`config.mk`:
```
export PLATFORM = sky130hd
export DESIGN_NAME = motion_update_sequencer
export DESIGN_NICKNAME = d
export VERILOG_FILES = /design/src/rtl/motion_update_sequencer.sv
export SDC_FILE = /design/constraint.sdc
export NUM_CORES = 1
export LEC_CHECK = 0
export CORE_UTILIZATION = 55
export DETAILED_ROUTE_END_ITERATION = 10
export GPL_TIMING_DRIVEN = 0
export PLACE_DENSITY = 0.89
export SLEW_MARGIN = 20
export SYNTH_ARGS = -nofsm -noshare
export SYNTH_HDL_FRONTEND = slang
export SYNTH_SLANG_ARGS = --single-unit
```
`constraint.sdc`:
```
create_clock -name clk -period 2.85 [get_ports clk]
set_input_delay 0.57 -clock clk [delete_from_list [all_inputs] [get_ports clk]]
set_output_delay 0.57 -clock clk [all_outputs]
set_load 0.02 [all_outputs]
```
`src/rtl/motion_update_sequencer.sv`:
```
// motion_update_sequencer
// Sweeps every cell cache once per pass. For each cell it reads the particle
// count at address 0, then each particle entry. Every read is tagged so the
// motion-update datapath knows which returning words are particles and where
// they came from. motion_update_enable stays high for the broadcast window.
module motion_update_sequencer #(
  parameter int NUM_CELLS      = 8,
  parameter int CELL_SEL_WIDTH = 3,
  parameter int ADDR_WIDTH     = 8,
  parameter int MAX_PARTICLES  = 220,
  parameter int RD_LATENCY     = 2,
  parameter int DRAIN_CYCLES   = 4
) (
  input  logic                      clk,
  input  logic                      rst,
  input  logic                      start,
  input  logic                      in_ready,
  input  logic [ADDR_WIDTH-1:0]     in_particle_num,
  output logic [CELL_SEL_WIDTH-1:0] out_cell_sel,
  output logic [ADDR_WIDTH-1:0]     out_rd_addr,
  output logic                      out_rden,
  output logic                      out_particle_valid,
  output logic [CELL_SEL_WIDTH-1:0] out_src_cell,
  output logic                      motion_update_enable,
  output logic                      busy,
  output logic                      done,
  output logic                      count_overflow
);

  localparam int WAIT_W    = (RD_LATENCY > 1) ? $clog2(RD_LATENCY) : 1;
  localparam int DRAIN_LEN = RD_LATENCY + DRAIN_CYCLES;
  localparam int DRAIN_W   = $clog2(DRAIN_LEN + 1);

  localparam logic [ADDR_WIDTH-1:0]     MAX_NUM    = ADDR_WIDTH'(MAX_PARTICLES - 1);
  localparam logic [CELL_SEL_WIDTH-1:0] LAST_CELL  = CELL_SEL_WIDTH'(NUM_CELLS - 1);
  localparam logic [WAIT_W-1:0]         WAIT_LAST  = WAIT_W'(RD_LATENCY - 1);
  localparam logic [DRAIN_W-1:0]        DRAIN_DONE = DRAIN_W'(DRAIN_LEN);

  typedef enum logic [2:0] {
    IDLE,
    RD_NUM,
    WAIT_NUM,
    ISSUE,
    NEXT_CELL,
    DRAIN,
    FLIP_WAIT,
    DONE
  } state_t;

  state_t state_reg, state_next;

  logic [CELL_SEL_WIDTH-1:0] cell_reg;
  logic [ADDR_WIDTH-1:0]     addr_reg;
  logic [ADDR_WIDTH-1:0]     num_reg;
  logic [WAIT_W-1:0]         wait_cnt_reg;
  logic                      flip_cnt_reg;
  logic [DRAIN_W-1:0]        drain_cnt_reg;
  logic                      overflow_reg;
  logic                      enable_reg;

  logic                      rden_c;
  logic [ADDR_WIDTH-1:0]     rd_addr_c;
  logic                      issue_fire;
  logic                      capture;
  logic                      start_accept;
  logic                      num_over;
  logic [ADDR_WIDTH-1:0]     num_clamped;

  // Tag pipe: element 0 is written by the issuing cycle, the last element
  // lines up with the cache data RD_LATENCY cycles later.
  logic                      tag_valid_reg [RD_LATENCY];
  logic [CELL_SEL_WIDTH-1:0] tag_cell_reg  [RD_LATENCY];
  logic                      tag_valid_in  [RD_LATENCY];
  logic [CELL_SEL_WIDTH-1:0] tag_cell_in   [RD_LATENCY];

  assign start_accept = (state_reg == IDLE) && start;
  assign num_over     = (in_particle_num > MAX_NUM);
  assign num_clamped  = num_over ? MAX_NUM : in_particle_num;

  // State register; an asserted reset aborts any pass in flight.
  always_ff @(posedge clk or negedge rst) begin
    if (!rst) begin
      state_reg <= IDLE;
    end else begin
      state_reg <= state_next;
    end
  end

  // Next-state and read-port control.
  always_comb begin
    state_next = state_reg;
    rden_c     = 1'b0;
    rd_addr_c  = '0;
    issue_fire = 1'b0;
    capture    = 1'b0;
    case (state_reg)
      IDLE: begin
        if (start) state_next = RD_NUM;
      end
      RD_NUM: begin
        // Count lives at address 0, so rd_addr_c stays at its default.
        rden_c     = 1'b1;
        state_next = WAIT_NUM;
      end
      WAIT_NUM: begin
        if (wait_cnt_reg == WAIT_LAST) begin
          capture    = 1'b1;
          state_next = (num_clamped == '0) ? NEXT_CELL : ISSUE;
        end
      end
      ISSUE: begin
        // Address stays visible while stalled so the datapath sees it hold.
        rd_addr_c = addr_reg;
        if (in_ready) begin
          rden_c     = 1'b1;
          issue_fire = 1'b1;
          if (addr_reg == num_reg) state_next = NEXT_CELL;
        end
      end
      NEXT_CELL: begin
        state_next = (cell_reg == LAST_CELL) ? DRAIN : RD_NUM;
      end
      DRAIN: begin
        if (drain_cnt_reg >= DRAIN_DONE) state_next = FLIP_WAIT;
      end
      FLIP_WAIT: begin
        if (flip_cnt_reg) state_next = DONE;
      end
      DONE: begin
        state_next = IDLE;
      end
      default: begin
        state_next = IDLE;
      end
    endcase
  end

  // Cell, address and count registers walking the sweep.
  always_ff @(posedge clk or negedge rst) begin
    if (!rst) begin
      cell_reg <= '0;
      addr_reg <= '0;
      num_reg  <= '0;
    end else begin
      if (start_accept || state_reg == DONE) begin
        cell_reg <= '0;
      end else if (state_reg == NEXT_CELL && cell_reg != LAST_CELL) begin
        cell_reg <= cell_reg + 1'b1;
      end
      if (capture) begin
        num_reg  <= num_clamped;
        addr_reg <= ADDR_WIDTH'(1);
      end else if (issue_fire) begin
        addr_reg <= addr_reg + 1'b1;
      end
    end
  end

  // Cycle timers for the count wait, the flip window and the drain window.
  // The drain timer restarts on every particle issue; when the sweep ends on
  // an empty cell it restarts one cycle later so the window is measured from
  // entry into DRAIN instead.
  always_ff @(posedge clk or negedge rst) begin
    if (!rst) begin
      wait_cnt_reg  <= '0;
      flip_cnt_reg  <= 1'b0;
      drain_cnt_reg <= '0;
    end else begin
      wait_cnt_reg <= (state_reg == WAIT_NUM && !capture) ? wait_cnt_reg + 1'b1 : '0;
      flip_cnt_reg <= (state_reg == FLIP_WAIT) ? ~flip_cnt_reg : 1'b0;
      if (issue_fire) begin
        drain_cnt_reg <= DRAIN_W'(1);
      end else if (state_reg == NEXT_CELL && num_reg == '0) begin
        drain_cnt_reg <= '0;
      end else if (drain_cnt_reg < DRAIN_DONE) begin
        drain_cnt_reg <= drain_cnt_reg + 1'b1;
      end
    end
  end

  // Sticky overflow flag and the registered broadcast enable.
  always_ff @(posedge clk or negedge rst) begin
    if (!rst) begin
      overflow_reg <= 1'b0;
      enable_reg   <= 1'b0;
    end else begin
      if (start_accept) begin
        overflow_reg <= 1'b0;
      end else if (capture && num_over) begin
        overflow_reg <= 1'b1;
      end
      if (start_accept) begin
        enable_reg <= 1'b1;
      end else if (state_reg == DRAIN && state_next == FLIP_WAIT) begin
        enable_reg <= 1'b0;
      end
    end
  end

  genvar gi;
  generate
    for (gi = 0; gi < RD_LATENCY; gi++) begin : g_tag
      if (gi == 0) begin : g_head
        // Count reads enter with a cleared particle bit.
        assign tag_valid_in[gi] = issue_fire;
        assign tag_cell_in[gi]  = cell_reg;
      end else begin : g_body
        assign tag_valid_in[gi] = tag_valid_reg[gi-1];
        assign tag_cell_in[gi]  = tag_cell_reg[gi-1];
      end
    end
  endgenerate

  // Tag shift pipe tracking the cache read latency.
  always_ff @(posedge clk or negedge rst) begin
    if (!rst) begin
      for (int i = 0; i < RD_LATENCY; i++) begin
        tag_valid_reg[i] <= 1'b0;
        tag_cell_reg[i]  <= '0;
      end
    end else begin
      for (int i = 0; i < RD_LATENCY; i++) begin
        tag_valid_reg[i] <= tag_valid_in[i];
        tag_cell_reg[i]  <= tag_cell_in[i];
      end
    end
  end

  assign out_cell_sel         = cell_reg;
  assign out_rd_addr          = rd_addr_c;
  assign out_rden             = rden_c;
  assign out_particle_valid   = tag_valid_reg[RD_LATENCY-1];
  assign out_src_cell         = tag_cell_reg[RD_LATENCY-1];
  assign motion_update_enable = enable_reg;
  assign busy                 = (state_reg != IDLE) && (state_reg != DONE);
  assign done                 = (state_reg == DONE);
  assign count_overflow       = overflow_reg;

endmodule

```
# ---- Word level (Yosys, flattened, before mapping)
# Cells that the tools add are included.
dict set report op_classes {
  order_cmp 3
  mul 0
  mux 29
  n_eq_ne 12
  add_sub_neg 4
  div 0
  shifts 0
  reduce_logical 18
  bitwise_logic 1
}
# cell n
set ops {}
lappend ops {{two-way mux 3 bit} 13}
lappend ops {{two-way mux 8 bit} 4}
lappend ops {{case mux 3 bit (8 select lines)} 1}
lappend ops {{equality test 3 bit, second input constant} 6}
lappend ops {{zero test 8 bit} 2}
lappend ops {{two-way mux 1 bit} 10}
lappend ops {{adder 8 x 1 -> 8 bit, second input constant} 1}
lappend ops {{equality test 8 bit} 1}
lappend ops {{greater-than comparator 8 bit, second input constant} 1}
lappend ops {{nonzero test 2 bit} 4}
lappend ops {{logical AND 1 bit} 7}
lappend ops {{adder 3 x 1 -> 3 bit, second input constant} 2}
lappend ops {{equality test 3 x 2 -> 1 bit, second input constant} 2}
lappend ops {{!= test 3 bit, second input constant} 2}
lappend ops {{nonzero test 3 bit} 2}
lappend ops {{equality test 3 x 1 -> 1 bit, second input constant} 1}
lappend ops {{>= comparator 3 bit, second input constant} 1}
lappend ops {{zero test 3 bit} 1}
lappend ops {{< comparator 3 bit, second input constant} 1}
lappend ops {{case mux 1 bit (2 select lines)} 1}
lappend ops {{adder 1 bit, second input constant} 1}
lappend ops {{zero test 1 bit} 1}
lappend ops {{logical OR 1 bit} 1}
lappend ops {{NOT 1 bit} 1}
dict set report totals {
  elab_cells 80
  mem_count 0
  romBits 0
  inputBits 12
  reg_bits 37
  out_inout_bits 20
  latch_bits 0
  mem_bits_rw 0
}

# ---- Depth between registers and ports, before layout
# Gate-level depths: netlist of run 1.
dict set report depth {
  depth_word 10
  depth_mapped 6
  depth_no_buf 6
}

# ---- Worst setup path after synthesis of run 1
# No wires, ideal clock.
dict set report synth_path {
  path_type {flip-flop to output port}
  from {reg state_reg[2]}
  to {out out_rden}
  path_stages_with_launch 3
  arrival_time_ps 1177
  setup_slack_ps 1103
  n_path_buf 1
  required_time_ps 2280
  cell_sequence {dfrtp_1 -> clkbuf_1 -> a211oi_1}
}
dict set report synth_between {
  elab_chain_len 2
  word_cells_on_any_way 3
  classes_between {eq/ne (2); mux (1)}
}
# item line_no
set synth_lines {}
lappend synth_lines {{from (decl)} 50} ;# state_t state_reg, state_next;
lappend synth_lines {{from (signal assigned)} 85} ;# state_reg <= state_next;
lappend synth_lines {{equality test 3 x 2 -> 1 bit or equality test 3 x 1 -> 1 bit (tied branches)} 96} ;# case (state_reg)
lappend synth_lines {{case mux 1 bit (2 select lines) *} 96}
lappend synth_lines {{to (decl)} 21} ;# output logic out_rden,
# Every way passes the cells marked *; elsewhere a longest branch is shown, timed or not.

# ---- Final worst setup path of run 1
dict set report layout_path {
  from {reg state_reg[2]}
  to {out out_rd_addr[4]}
}
dict set report layout_between {
  elab_chain_len 2
}
# item line_no
set layout_lines {}
lappend layout_lines {{equality test 3 x 2 -> 1 bit} 96}
lappend layout_lines {{two-way mux 8 bit} 96}
lappend layout_lines {{to (decl)} 20} ;# output logic [ADDR_WIDTH-1:0] out_rd_addr,
# No other way between the ends.

==> summary.txt, run 1 <==
Status: completed
Tot Pwr: 1.96 mW
Setup WS pre-CTS: 0.225 ns
Skew final: 0.0143 ns
RePlAce Congestion: 0.849
Grt met2 use: 39.1%
Post-CTS setup buffers: 0
Die W: 59.2 um
CP Cell Sequence: clkbuf_1 > nor2_2 > and2_1 > clkdlybuf4s50_1
Clk Tree Root Cell: clkbuf_4
Crit path required time: 2.28 ns
HPWL after DPL: 2.79 mm
Grt ovf: 0
First DRT Iteration DRCs: 61
Tcrit/Tclk final: 95.6%
Share of cells above drive strength 1: 11.7%
Final Cell Area: 0.00229 mm2
# DRC: 0
Clock Sinks: 37
Seq cells post-synth: 37
Worst setup path category: flip-flop to primary output
Via count: 1,455
Tmin final: 2.72 ns
Synthesized area: 0.00180 mm2
Final std cells w/o fill: 266
Register clock-pin slew on the reported worst setup and hold paths: 0.12 ns
Die ar.: 0.00350 mm2
Max Root-Sink Buffers: 2
GRT Overall Usage: 24.9%
Num ports: 32
Placed cells: 258
Post-DP Area: 0.00219 mm2
CTS tree: built
Final hold vios: 0
Commonest non-fill, non-tap cells in the layout: dfrtp_1 (37), clkdlybuf4s50_1 (30), nand2_1 (28)
Diodes inserted: 0
Util after Layout: 74.4%
Actual slew at the worst max-slew pin: 0.465 ns
Core area: 0.00308 mm2
Total Routed Length: 3.68 mm
Leakage: 1.05 nW
Setup WS post-layout: 0.126 ns
Unrepaired setup endpoints after global routing: no
Die H: 59.2 um
CTS Hold Bufs: 0
# setup viols final: 0
Slowest cell on crit path: clkdlybuf4s50_1
PortBufs: 31
Avg Cell Area, Syn: 9.88 um2
Layout fillers: 230
Slowest stage delay, CP: 0.60 ns
Vias in the first global route: 1,407
Initial Util: 58.4%
Register Area: 926 um2
CP Max Fanout: 10
Mapped Nets: 199
Met3 usage: 4.59%
Detail Route Antenna Nets: 0
WL/cell: 13.8 um
P per Cell Area: 856 mW/mm2
F_max: 367 MHz
Initial DRT Pass Iterations: 4
Post-synthesis cell type count: 39
Slew Limit Fails: 0
CTS Buf Count: 5
Hold Path Class: primary input to asynchronous set/reset pin
GRT met1 Usage: 32.9%
Post-synthesis sequential area ratio: 51.5%
GR peak layer: met2
Layout Nets: 238
CP startpoint kind: flip-flop
Ys Warns: 0
H-tree depth: 2
Commonest non-fill, non-tap cell in the layout: dfrtp_1
Crit path DAT: 2.15 ns
Area Growth Syn to Fin: 27.4%
Largest net degree at the start of global routing: 21
Max-Cap Viols: 0
Row cnt: 20
Hold Worst Slack: 0.125 ns
VDD IR-drop max: 562 uV
Area occupied by multi-input gates: 812 um2
Wire length of the first global-routing pass: 6.28 mm
Mapped Cells: 182
Clock Latency Late Sink: 0.36 ns
CP endpoint kind: primary output
Setup TNS: 0 ns
Antenna violations before repair: 0
Slew headroom: 68.8%
Routed vias/inst: 5.47
[path summary, 6_finish.rpt]
check | from | to | slack (ns) | depth (start not counted)
hold / removal | rst | state_reg[2] | 0.13 | 1
hold reg to reg | tag_valid_in[0] | out_particle_valid | 0.36 | 0
min in group clk | tag_valid_in[0] | out_particle_valid | 0.36 | 0
setup reg to reg | addr_reg[3] | state_reg[0] | 1.13 | 4
setup / recovery | state_reg[2] | out_rd_addr[4] | 0.13 | 4
max in group asynchronous | rst | state_reg[0] | 2.27 | 2
[cells in the mapped netlist]
master / number / area (um2)
a211o_2: 1 / 10.0
a211oi_1: 1 / 7.51
a21oi_1: 5 / 25.0
a311oi_1: 1 / 8.76
a31oi_1: 1 / 6.26
a32o_1: 1 / 10.0
a41oi_1: 1 / 8.76
and2_1: 7 / 43.8
and2_2: 1 / 7.51
and3_2: 1 / 7.51
buf_2: 2 / 10.0
buf_4: 3 / 22.5
clkbuf_1: 2 / 7.51
dfrtp_1: 37 / 926
ha_1: 5 / 62.6
inv_1: 5 / 18.8
inv_2: 1 / 3.75
mux2i_1: 2 / 20.0
nand2_1: 28 / 105
nand2b_1: 1 / 6.26
nand3_1: 6 / 30.0
nand4_1: 4 / 25.0
nand4b_1: 1 / 8.76
nor2_1: 15 / 56.3
nor3_1: 7 / 35.0
nor3_4: 1 / 16.3
nor3b_1: 2 / 15.0
nor3b_2: 1 / 12.5
nor4_1: 3 / 18.8
nor4_2: 2 / 25.0
o211ai_1: 2 / 15.0
o21ai_0: 11 / 55.1
o31ai_1: 1 / 7.51
or2_1: 1 / 6.26
or2_2: 2 / 12.5
or3_1: 2 / 12.5
or4_1: 2 / 15.0
xnor2_1: 4 / 35.0
xor2_1: 9 / 78.8
[cells by family (layout without fill, tap and decap cells)]
family | after synthesis | in the layout | share of synthesized area, %
buf+inv | 13 | 53 | 3.48
mux | 2 | 2 | 1.11
fa+ha+maj | 5 | 5 | 3.48
xor+xnor | 13 | 13 | 6.33
simple gates | 87 | 87 | 25.5
flops | 37 | 37 | 51.5
compound gates | 25 | 25 | 8.56
[critical path: cells and delay by family (launching register included)]
family,cells,cell delay (ns)
buffers and inverters,2,0.85
flip-flops,1,0.46
AND/OR/NAND/NOR,2,0.48
[layout make-up]
| cell class | instances | share of cell area [%] |
|---|---|---|
| multi-input cells | 132 | 35.4 |
| clock buffers | 5 | 1.64 |
| inverters | 6 | 0.983 |
| clock inverters | 3 | 2.84 |
| well taps | 44 | 2.40 |
| repair buffers | 32 | 14.5 |
| flip-flops and latches | 37 | 40.4 |
| plain buffers | 7 | 1.75 |
[routing by layer]
| layer | wire length [um] | up-vias |
|---|---|---|
| met3 | 119 | 7 |
| met5 | 0 | - |
| met1 | 1700 | 702 |
| met4 | 76 | 0 |
| met2 | 1780 | 41 |
| li1 | - | 705 |
[report_power, final]
group / switching [mW] / total, mW / leakage (nW) / internal (mW)
combinational: 0.406 / 0.707 / 0.516 / 0.301
sequential: 0.134 / 0.797 / 0.477 / 0.663
clock: 0.185 / 0.456 / 0.0552 / 0.272
total: 0.726 / 1.96 / 1.05 / 1.24
[timing repair]
action / 4_1_cts / 5_1_grt
resized for setup: 1 / 0
hold endpoints to repair: 0 / 0
setup endpoints to repair: 2 / 0
(Power assumes the default switching activity.)
==> run 2, diff against run 1 <==
CORE_MARGIN = 5   (was default)
==> run 2 against run 1 <==
Largest power group unchanged. Die area is 29% higher. Critical path depth stayed put. Global-route usage is 4.7 points lower. Final cell count stayed put. Critical endpoint is now out_rd_addr[3]. Worst setup slack better by 0.072 ns. Sequential share of layout area is 0.22 points higher. Sequential power hardly changed. Count of clock-buffer cells in the layout is 2 higher. Worst hold slack better by 0.017 ns.
==> summary.txt, run 2 (synthesis results as in run 1) <==
First DRT Iteration DRCs: 146 (was 61)
PortBufs: 31 (unchanged)
Largest net degree at the start of global routing: 21 (unchanged)
CTS Hold Bufs: 0 (unchanged)
Post-CTS setup buffers: 0 (unchanged)
Worst setup path category: flip-flop to primary output (unchanged)
Actual slew at the worst max-slew pin: 0.510 ns (was 0.465 ns)
Setup WS post-layout: 0.199 ns (was 0.126 ns)
CP endpoint kind: primary output (unchanged)
# setup viols final: 0 (unchanged)
Share of cells above drive strength 1: 11.3% (was 11.7%)
Initial Util: 57.9% (was 58.4%)
Hold Worst Slack: 0.143 ns (was 0.125 ns)
Critical path's top delay family: buffers and inverters (unchanged)
Detail Route Antenna Nets: 0 (unchanged)
Placed cells: 258 (unchanged)
Area occupied by multi-input gates: 817 um2 (was 812 um2)
Diodes inserted: 0 (unchanged)
Clock Latency Late Sink: 0.35 ns (was 0.36 ns)
Area Growth Syn to Fin: 26.7% (was 27.4%)
Slowest stage delay, CP: 0.53 ns (was 0.60 ns)
Final Cell Area: 0.00228 mm2 (was 0.00229 mm2)
Core area: 0.00310 mm2 (was 0.00308 mm2)
Crit path required time: 2.28 ns (about the same)
Layout Nets: 238 (unchanged)
Commonest non-fill, non-tap cells in the layout: dfrtp_1 (37), clkdlybuf4s50_1 (30), nand2_1 (28) (unchanged)
Final std cells w/o fill: 266 (unchanged)
Routed vias/inst: 5.38 (was 5.47)
Layout fillers: 240 (was 230)
Final hold vios: 0 (unchanged)
Worst R2R Start: state_reg[1] (was addr_reg[3])
Slowest cell on crit path: clkdlybuf4s50_1 (unchanged)
Clk Tree Root Cell: clkbuf_4 (unchanged)
CP Max Fanout: 10 (unchanged)
Status: completed (unchanged)
Post-DP Area: 0.00219 mm2 (unchanged)
Initial DRT Pass Iterations: 4 (unchanged)
Vias in the first global route: 1,465 (was 1,407)
Worst R2R Setup Slack: 1.17 ns (was 1.13 ns)
Slew headroom: 65.7% (was 68.8%)
Num ports: 32 (unchanged)
Grt ovf: 0 (unchanged)
HPWL after DPL: 3.02 mm (was 2.79 mm)
CP startpoint kind: flip-flop (unchanged)
WP buf/inv: 2 (unchanged)
CP startpoint: state_reg[2] (unchanged)
RePlAce Congestion: 0.894 (was 0.849)
Antenna violations before repair: 0 (unchanged)
Wire length of the first global-routing pass: 6.77 mm (was 6.28 mm)
Total Routed Length: 3.91 mm (was 3.68 mm)
Max-Cap Viols: 0 (unchanged)
Tmin final: 2.65 ns (was 2.72 ns)
Clock Sinks: 37 (unchanged)
P per Cell Area: 831 mW/mm2 (was 856 mW/mm2)
Die ar.: 0.00451 mm2 (was 0.00350 mm2)
Setup TNS: 0 ns (unchanged)
Row cnt: 20 (unchanged)
Setup WS pre-CTS: 0.221 ns (was 0.225 ns)
Leakage: 1.04 nW (was 1.05 nW)
Unrepaired setup endpoints after global routing: no (unchanged)
Max Root-Sink Buffers: 2 (unchanged)
Die W: 67.2 um (was 59.2 um)
CTS tree: built (unchanged)
Hold Path Class: primary input to asynchronous set/reset pin (unchanged)
Skew final: 0.00810 ns (was 0.0143 ns)
VDD IR-drop max: 426 uV (was 562 uV)
Tot Pwr: 1.89 mW (was 1.96 mW)
Via count: 1,432 (was 1,455)
CTS Buf Count: 5 (unchanged)
H-tree depth: 2 (unchanged)
Crit path DAT: 2.08 ns (was 2.15 ns)
Register Area: 926 um2 (unchanged)
Die H: 67.2 um (was 59.2 um)
F_max: 377 MHz (was 367 MHz)
Register clock-pin slew on the reported worst setup and hold paths: 0.11 ns (was 0.12 ns)
Commonest non-fill, non-tap cell in the layout: dfrtp_1 (unchanged)
# DRC: 0 (unchanged)
WL/cell: 14.7 um (was 13.8 um)
GRT Overall Usage: 20.2% (was 24.9%)
Slew Limit Fails: 0 (unchanged)
Util after Layout: 73.4% (was 74.4%)
Tcrit/Tclk final: 93.0% (was 95.6%)
CP Cell Sequence: clkbuf_1 > nor2_4 > and2_2 > clkdlybuf4s50_1 (was clkbuf_1 > nor2_2 > and2_1 > clkdlybuf4s50_1)
run 2: repair_timing:
action / in CTS / in global routing
hold endpoints to repair: 0 / 0
setup endpoints to repair: 0 / 8
resized for setup: 0 / 2
run 2: power by group:
group	switching (mW)	leakage (nW)	internal, mW	total [mW]
Sequential	0.135	0.477	0.663	0.797
Combinational	0.406	0.517	0.303	0.709
Clock	0.177	0.0455	0.209	0.386
run 2: worst paths after layout:
kind / cells after the start / to
worst min-delay path: 1 / state_reg[2]
worst max register to register: 5 / drain_cnt_reg[2]
min in group clk: 0 / out_src_cell[0]
worst min register to register: 0 / out_src_cell[0]
worst max-delay path: 4 / out_rd_addr[3]
max in group asynchronous: 2 / addr_reg[1]
run 2: area by class of cell:
cell class | count | area share [%]
Inverter | 6 | 0.988
Timing Repair Buffer | 32 | 14.6
Clock inverter | 1 | 1.32
Clock buffer | 7 | 2.42
Sequential cell | 37 | 40.6
Buffer | 7 | 1.76
Multi-Input combinational cell | 132 | 35.9
Tap cell | 44 | 2.42
run 2: worst reg2reg max path, stage by stage, from the launching register on:
cell and delay [ns]:
dfrtp_1 0.37, buf_2 0.17, or2_2 0.38, nor4_1 0.42
or2_1 0.18, nor3_1 0.06
run 2: routing by layer:
layer,GRT usage [%],vias up,part of all wire [%]
li1,-,708,-
met1,24.0,676,42
met2,36.3,41,52
met3,3.49,7,4.6
met4,7.59,0,1.7
met5,0,-,0
